### config.mk
export PLATFORM = sky130hd
export DESIGN_NAME = fetch_stage
export DESIGN_NICKNAME = d
export VERILOG_FILES = /design/src/rtl/fetch_stage.sv
export SDC_FILE = /design/constraint.sdc
export NUM_CORES = 1
export LEC_CHECK = 0
export ABC_AREA = 1
export CAP_MARGIN = 20
export CORE_ASPECT_RATIO = 0.6
export CORE_MARGIN = 2
export CORE_UTILIZATION = 40
export DETAILED_ROUTE_END_ITERATION = 7
export GPL_TIMING_DRIVEN = 0
export HOLD_SLACK_MARGIN = 0.1
export PLACE_DENSITY_LB_ADDON = 0.2
export SYNTH_ARGS = -nofsm -noshare
export SYNTH_HDL_FRONTEND = slang
export SYNTH_SLANG_ARGS = --single-unit
### constraint.sdc
create_clock -name CLK -period 1.5 [get_ports CLK]
set_input_delay 0.15 -clock CLK [delete_from_list [all_inputs] [get_ports CLK]]
set_output_delay 0.15 -clock CLK [all_outputs]
set_load 0.02 [all_outputs]
### src/rtl/fetch_stage.sv
// Instruction-fetch stage: owns the PC, requests instruction memory, holds a
//   fetched word while IF/ID stalls, and redirects on resolved branches/jumps.
// Latency: zero added; the fetched word passes combinationally to IF/ID on ihit.
// Backpressure: stall parks the fetched word in a hold buffer and drops iren
//   until IF/ID accepts it.
//
// Ports:
//   CLK, RST            clock and synchronous active-high reset
//   iren/iaddr          instruction-memory request; iaddr is the PC register
//   ihit/iload          memory response and its data
//   stall               IF/ID cannot accept this cycle
//   redirect/redirect_pc taken branch/jump target from downstream
//   halt                stop fetching until RST
//   out_valid/out_instr/out_pc/out_npc  payload for IF/ID
//   halted              fetch stopped by halt
//   misalign            sticky misaligned-redirect flag (FETCH_MISALIGN_EN only)
//
// Build option: define FETCH_MISALIGN_EN to force redirect targets to word
// alignment and report misaligned targets on misalign.

module fetch_stage #(
    parameter logic [31:0] PC_INIT = 32'h0000_0000,
    parameter int          PC_W    = 32,
    parameter int          INSTR_W = 32
) (
    input  logic               CLK,
    input  logic               RST,
    output logic               iren,
    output logic [PC_W-1:0]    iaddr,
    input  logic               ihit,
    input  logic [INSTR_W-1:0] iload,
    input  logic               stall,
    input  logic               redirect,
    input  logic [PC_W-1:0]    redirect_pc,
    input  logic               halt,
    output logic               out_valid,
    output logic [INSTR_W-1:0] out_instr,
    output logic [PC_W-1:0]    out_pc,
    output logic [PC_W-1:0]    out_npc,
    output logic               halted
`ifdef FETCH_MISALIGN_EN
    ,
    output logic               misalign
`endif
);

    typedef enum logic [1:0] {
        FETCH  = 2'd0,
        HOLD   = 2'd1,
        HALTED = 2'd2
    } state_t;

    state_t              state, state_nxt;
    logic [PC_W-1:0]     pc, pc_nxt;
    logic [INSTR_W-1:0]  hold_buf, hold_nxt;
    logic [PC_W-1:0]     pc_plus4;
    logic [PC_W-1:0]     redirect_tgt;

    assign pc_plus4 = pc + PC_W'(4);

`ifdef FETCH_MISALIGN_EN
    logic misalign_set;

    assign redirect_tgt = {redirect_pc[PC_W-1:2], 2'b00};
    // Only a redirect that actually takes effect can flag misalignment:
    // halt outranks redirect, and a halted stage ignores redirects.
    assign misalign_set = redirect && !halt && (state != HALTED)
                        && (redirect_pc[1:0] != 2'b00);

    always_ff @(posedge CLK) begin
        if (RST) begin
            misalign <= 1'b0;
        end else if (misalign_set) begin
            misalign <= 1'b1;
        end
    end
`else
    assign redirect_tgt = redirect_pc;
`endif

    always_ff @(posedge CLK) begin
        if (RST) begin
            state    <= FETCH;
            pc       <= PC_W'(PC_INIT);
            hold_buf <= '0;
        end else begin
            state    <= state_nxt;
            pc       <= pc_nxt;
            hold_buf <= hold_nxt;
        end
    end

    always_comb begin
        state_nxt = state;
        pc_nxt    = pc;
        hold_nxt  = hold_buf;
        iren      = 1'b0;
        out_valid = 1'b0;
        out_instr = '0;

        // Normal operation first; redirect, halt and reset then override in
        // increasing priority order.
        case (state)
            FETCH: begin
                iren = 1'b1;
                if (ihit) begin
                    out_valid = 1'b1;
                    out_instr = iload;
                    if (stall) begin
                        hold_nxt  = iload;
                        state_nxt = HOLD;
                    end else begin
                        pc_nxt = pc_plus4;
                    end
                end
            end
            HOLD: begin
                out_valid = 1'b1;
                out_instr = hold_buf;
                if (!stall) begin
                    pc_nxt    = pc_plus4;
                    state_nxt = FETCH;
                end
            end
            default: begin
                // HALTED: nothing issued, nothing emitted.
            end
        endcase

        // Any in-flight ihit or held word is wrong-path after a redirect.
        if (redirect && (state != HALTED)) begin
            pc_nxt    = redirect_tgt;
            state_nxt = FETCH;
            hold_nxt  = '0;
            out_valid = 1'b0;
            out_instr = '0;
        end

        if (halt) begin
            pc_nxt    = pc;
            hold_nxt  = hold_buf;
            state_nxt = HALTED;
            out_valid = 1'b0;
            out_instr = '0;
        end

        if (RST) begin
            iren      = 1'b0;
            out_valid = 1'b0;
            out_instr = '0;
        end
    end

    assign iaddr   = pc;
    assign out_pc  = pc;
    assign out_npc = pc_plus4;
    assign halted  = (state == HALTED);

endmodule

==> summary.md <==
| Metric | Value |
|---|---|
| Final min period | 2.08 ns |
| Worst-path clk slew | 0.06 ns |
| Drt first pass iters | 8 |
| Max-slew violations | 0 |
| Top Layer Used | met4 |
| DR vias/cell | 6.92 |
| Share of cells above drive strength 1 | around 58% |
| Status | complete, but fails checks |
| CTS Sinks | between 60 and 70 |
| Post-Syn Area per Cell | approximately 6.6 sq um |
| Critical Path RT | 1.35 ns |
| Final WL | 33500 um |
| Synth warn | 0 |
| Initial antenna violation count | 1 |
| Setup WS post-layout | -0.578 ns |
| Filler cell count in the final layout | around 260 |
| Max FO, Critical Path | 4 |
| Initial Util | 41.0% |
| Clock buffer count from CTS | 9 |
| Overflow after GRT | 0 |
| Yosys reg bits | between 60 and 70 |
| I/O Buffers | slightly below 200 |
| Cell family with most CP delay | simple AND/OR/NAND/NOR gates |
| Maximum VDD drop | 0.690 mV |
| GPL Wtd Cong | 0.937 |
| Met2 wire length | approximately 14000 um |
| Most common cell after layout, fill and taps aside | buf_4 |
| Final Hold Fails | 0 |
| DRC Markers | 1 |
| Worst path max stage delay | 0.40 ns |
| H-tree depth | 3 |
| Most frequent cells in the layout | buf_4 (110), nand2_1 (95), buf_6 (77) |
| DR vias | 7742 |
| Worst hold-check path type | input pin to register |
| Mapped Area | roughly 4300 sq um |
| Post-synthesis net count | 732 |
| Met3 wire length | 5250 um |
| Worst-skew pair later-pin latency | 0.35 ns |
| M1 WL | 11200 um |
| End-of-flow core utilization | a little over nine tenths |
| Nets | 1046 |
| Largest net degree at the start of global routing | 12 |
| Max-cap violations | 0 |
| Clock skew | around 0.017 ns |
| Endpoints failing setup | 127 |
| Post-DP HPWL | ~13000 um |
| I/O pin count | 201 |
| CTS tree | built |
| Fin crit share | 139% |
| Buf/Inv on CP | 1 |
| Die Ht | ~85 um |
| Kind of launch point of the worst setup path | register |
| Core ar. | roughly 11000 sq um |
| Clock Path Buffers | 2 |
| Setup CP Type | register to primary output |
| FP Rows | 29 |
| PD cells | 771 nW/um^2 |
| F_max | 481 MHz |
| # diodes | 0 |
| Rel. slew slack | 27.6% |
| Crit path cell chain | ha_4 > nand2_4 > nor2_4 > nand2_2 > nor2_4 > nand3b_1 > nand2_2 > buf_6 |
| WP data arrival | ~1.9 ns |
| Root buf cell | clkbuf_16 |
| Number of global-route vias before repair | 6309 |
| Chip width | 138 um |
| First-pass GRT wire length | 34500 um |
| RSZ-0062 raised after global routing | true |
| Slowest-stage cell, CP | dfxtp_4 |
| LEAKAGE | 0.00415 uW |
| DR WL/cell | 29.9 um |
| Total GRT Usage | 37.3% |
| Register area share after synthesis | a little over 30% |
| Iter 0 DRT Violations | 1253 |
| Distinct cell type count after synthesis | 32 |
| Violated checks | design-rule violations, negative setup slack |
| Critical path endpoint category | primary output |
| Dpl ws | -1.07 ns |
| Area Growth Syn to Fin | 131% |
| Die area | 11700 sq um |
| Slew @ Worst Pin | 1.09 ns |
| Cells after Synth | 661 |
| Final ANT Viol Nets | 0 |
==> cell type report <==
cell class	instances	area [sq um]	share of cell area (%)
multi-input cells	492	4070	40.6
plain buffers	74	701	6.99
flip-flops and latches	66	1430	14.2
repair buffers	307	3220	32.1
well taps	139	174	1.73
clock buffers	12	268	2.67
inverters	25	126	1.26
clock inverters	4	47.5	0.474
==> worst register-to-register path: stages, from the launching register on <==
cell and delay (ns):
dfxtp_4 0.38, inv_6 0.09, nand2_4 0.06, nor2_4 0.13
buf_6 0.13, buf_6 0.12, nand3_4 0.14, nand2_8 0.16
buf_12 0.12, buf_12 0.13, nand3_4 0.07, a21oi_2 0.28
==> synthesized netlist by cell type <==
library cell  number  area [sq um]
xnor2_1            5          43.8
buf_4             36           270
buf_6              5          56.3
nor3_1             1          5.00
nand3_2            1          10.0
o21ai_0           32           160
inv_4              2          12.5
nor2_1            32           120
a31oi_1            4          25.0
o21ai_1            1          5.00
nand2_2            7          43.8
buf_1              2          7.51
nor2_2             5          31.3
o211ai_1           1          7.51
a211oi_1           2          15.0
xor2_1             9          78.8
clkbuf_1          21          78.8
nand2_4            2          22.5
and2_1             3          18.8
ha_1               1          12.5
inv_1             21          78.8
nand3_1          107           536
a21oi_1          117           586
nand2_1          146           548
buf_2             14          70.1
nand4_1            1          6.26
nor2_4             6          67.6
inv_2              2          7.51
nand3b_1           7          52.6
xor2_2             1          16.3
nand2_8            1          20.0
dfxtp_1           66          1320
==> final timing paths <==
kind	startpoint	end	slack (ns)	cells past startpoint
worst max register to register	state[1]$_SDFFE_PP0P_	hold_buf[22]$_SDFFE_PP0P_	-0.42	11
worst max-delay path	iaddr[3]$_SDFFE_PP0P_	out_npc[20]	-0.58	8
worst min register to register	hold_buf[25]$_SDFFE_PP0P_	hold_buf[25]$_SDFFE_PP0P_	0.50	2
worst min-delay path	RST	hold_buf[25]$_SDFFE_PP0P_	0.22	2
==> sequential cells by signal, summed over array words and instances, names as in the netlist <==
| register | cells |
|---|---|
| hold_buf | 32 |
| state | 2 |
| iaddr | 32 |
==> through the flow <==
step	power [uW]	setup TNS (ns)	cells	hold slack, ns	instance area, sq um
after floorplan	3120	-2.10	661	0.283	4580
after global placement	4030	-56.64	999	0.471	6750
after detailed placement	4060	-61.84	999	0.475	6750
after CTS	6790	-20.48	1093	0.179	8760
after global routing	7790	-43.32	1119	0.219	10000
final	7730	-41.11	1119	0.219	10000
==> power by group <==
group / internal [uW] / switching, uW
logic: 1430 / 1770
clock network: 1430 / 972
registers: 1890 / 240
total: 4750 / 2980
==> routing by layer <==
metal,vias up,global-route usage [%]
li1,2830,-
met3,387,7.76
met4,0,15.2
met1,3485,51.3
met2,1040,57.3
met5,-,0
==> what timing repair did <==
action | 4_1_cts | 5_1_grt
gates cloned | 13 | 3
endpoints found under the setup margin | 185 | 136
setup buffers | 65 | 32
hold buffers | 0 | 0
pin swaps | 57 | 65
endpoints found under the hold margin | 0 | 0
gates resized for setup | 675 | 270
==> kinds of logic (layout without fill, tap and decap cells) <==
group | Yosys count | in the layout | synth area share (%)
compound gates | 157 | 157 | 18.4
xor+xnor | 15 | 15 | 3.20
fa+ha+maj | 1 | 1 | 0.289
buf+inv | 103 | 422 | 13.4
flops | 66 | 66 | 30.5
simple gates | 319 | 319 | 34.2
No activity file was read; power rests on OpenSTA's default activity.
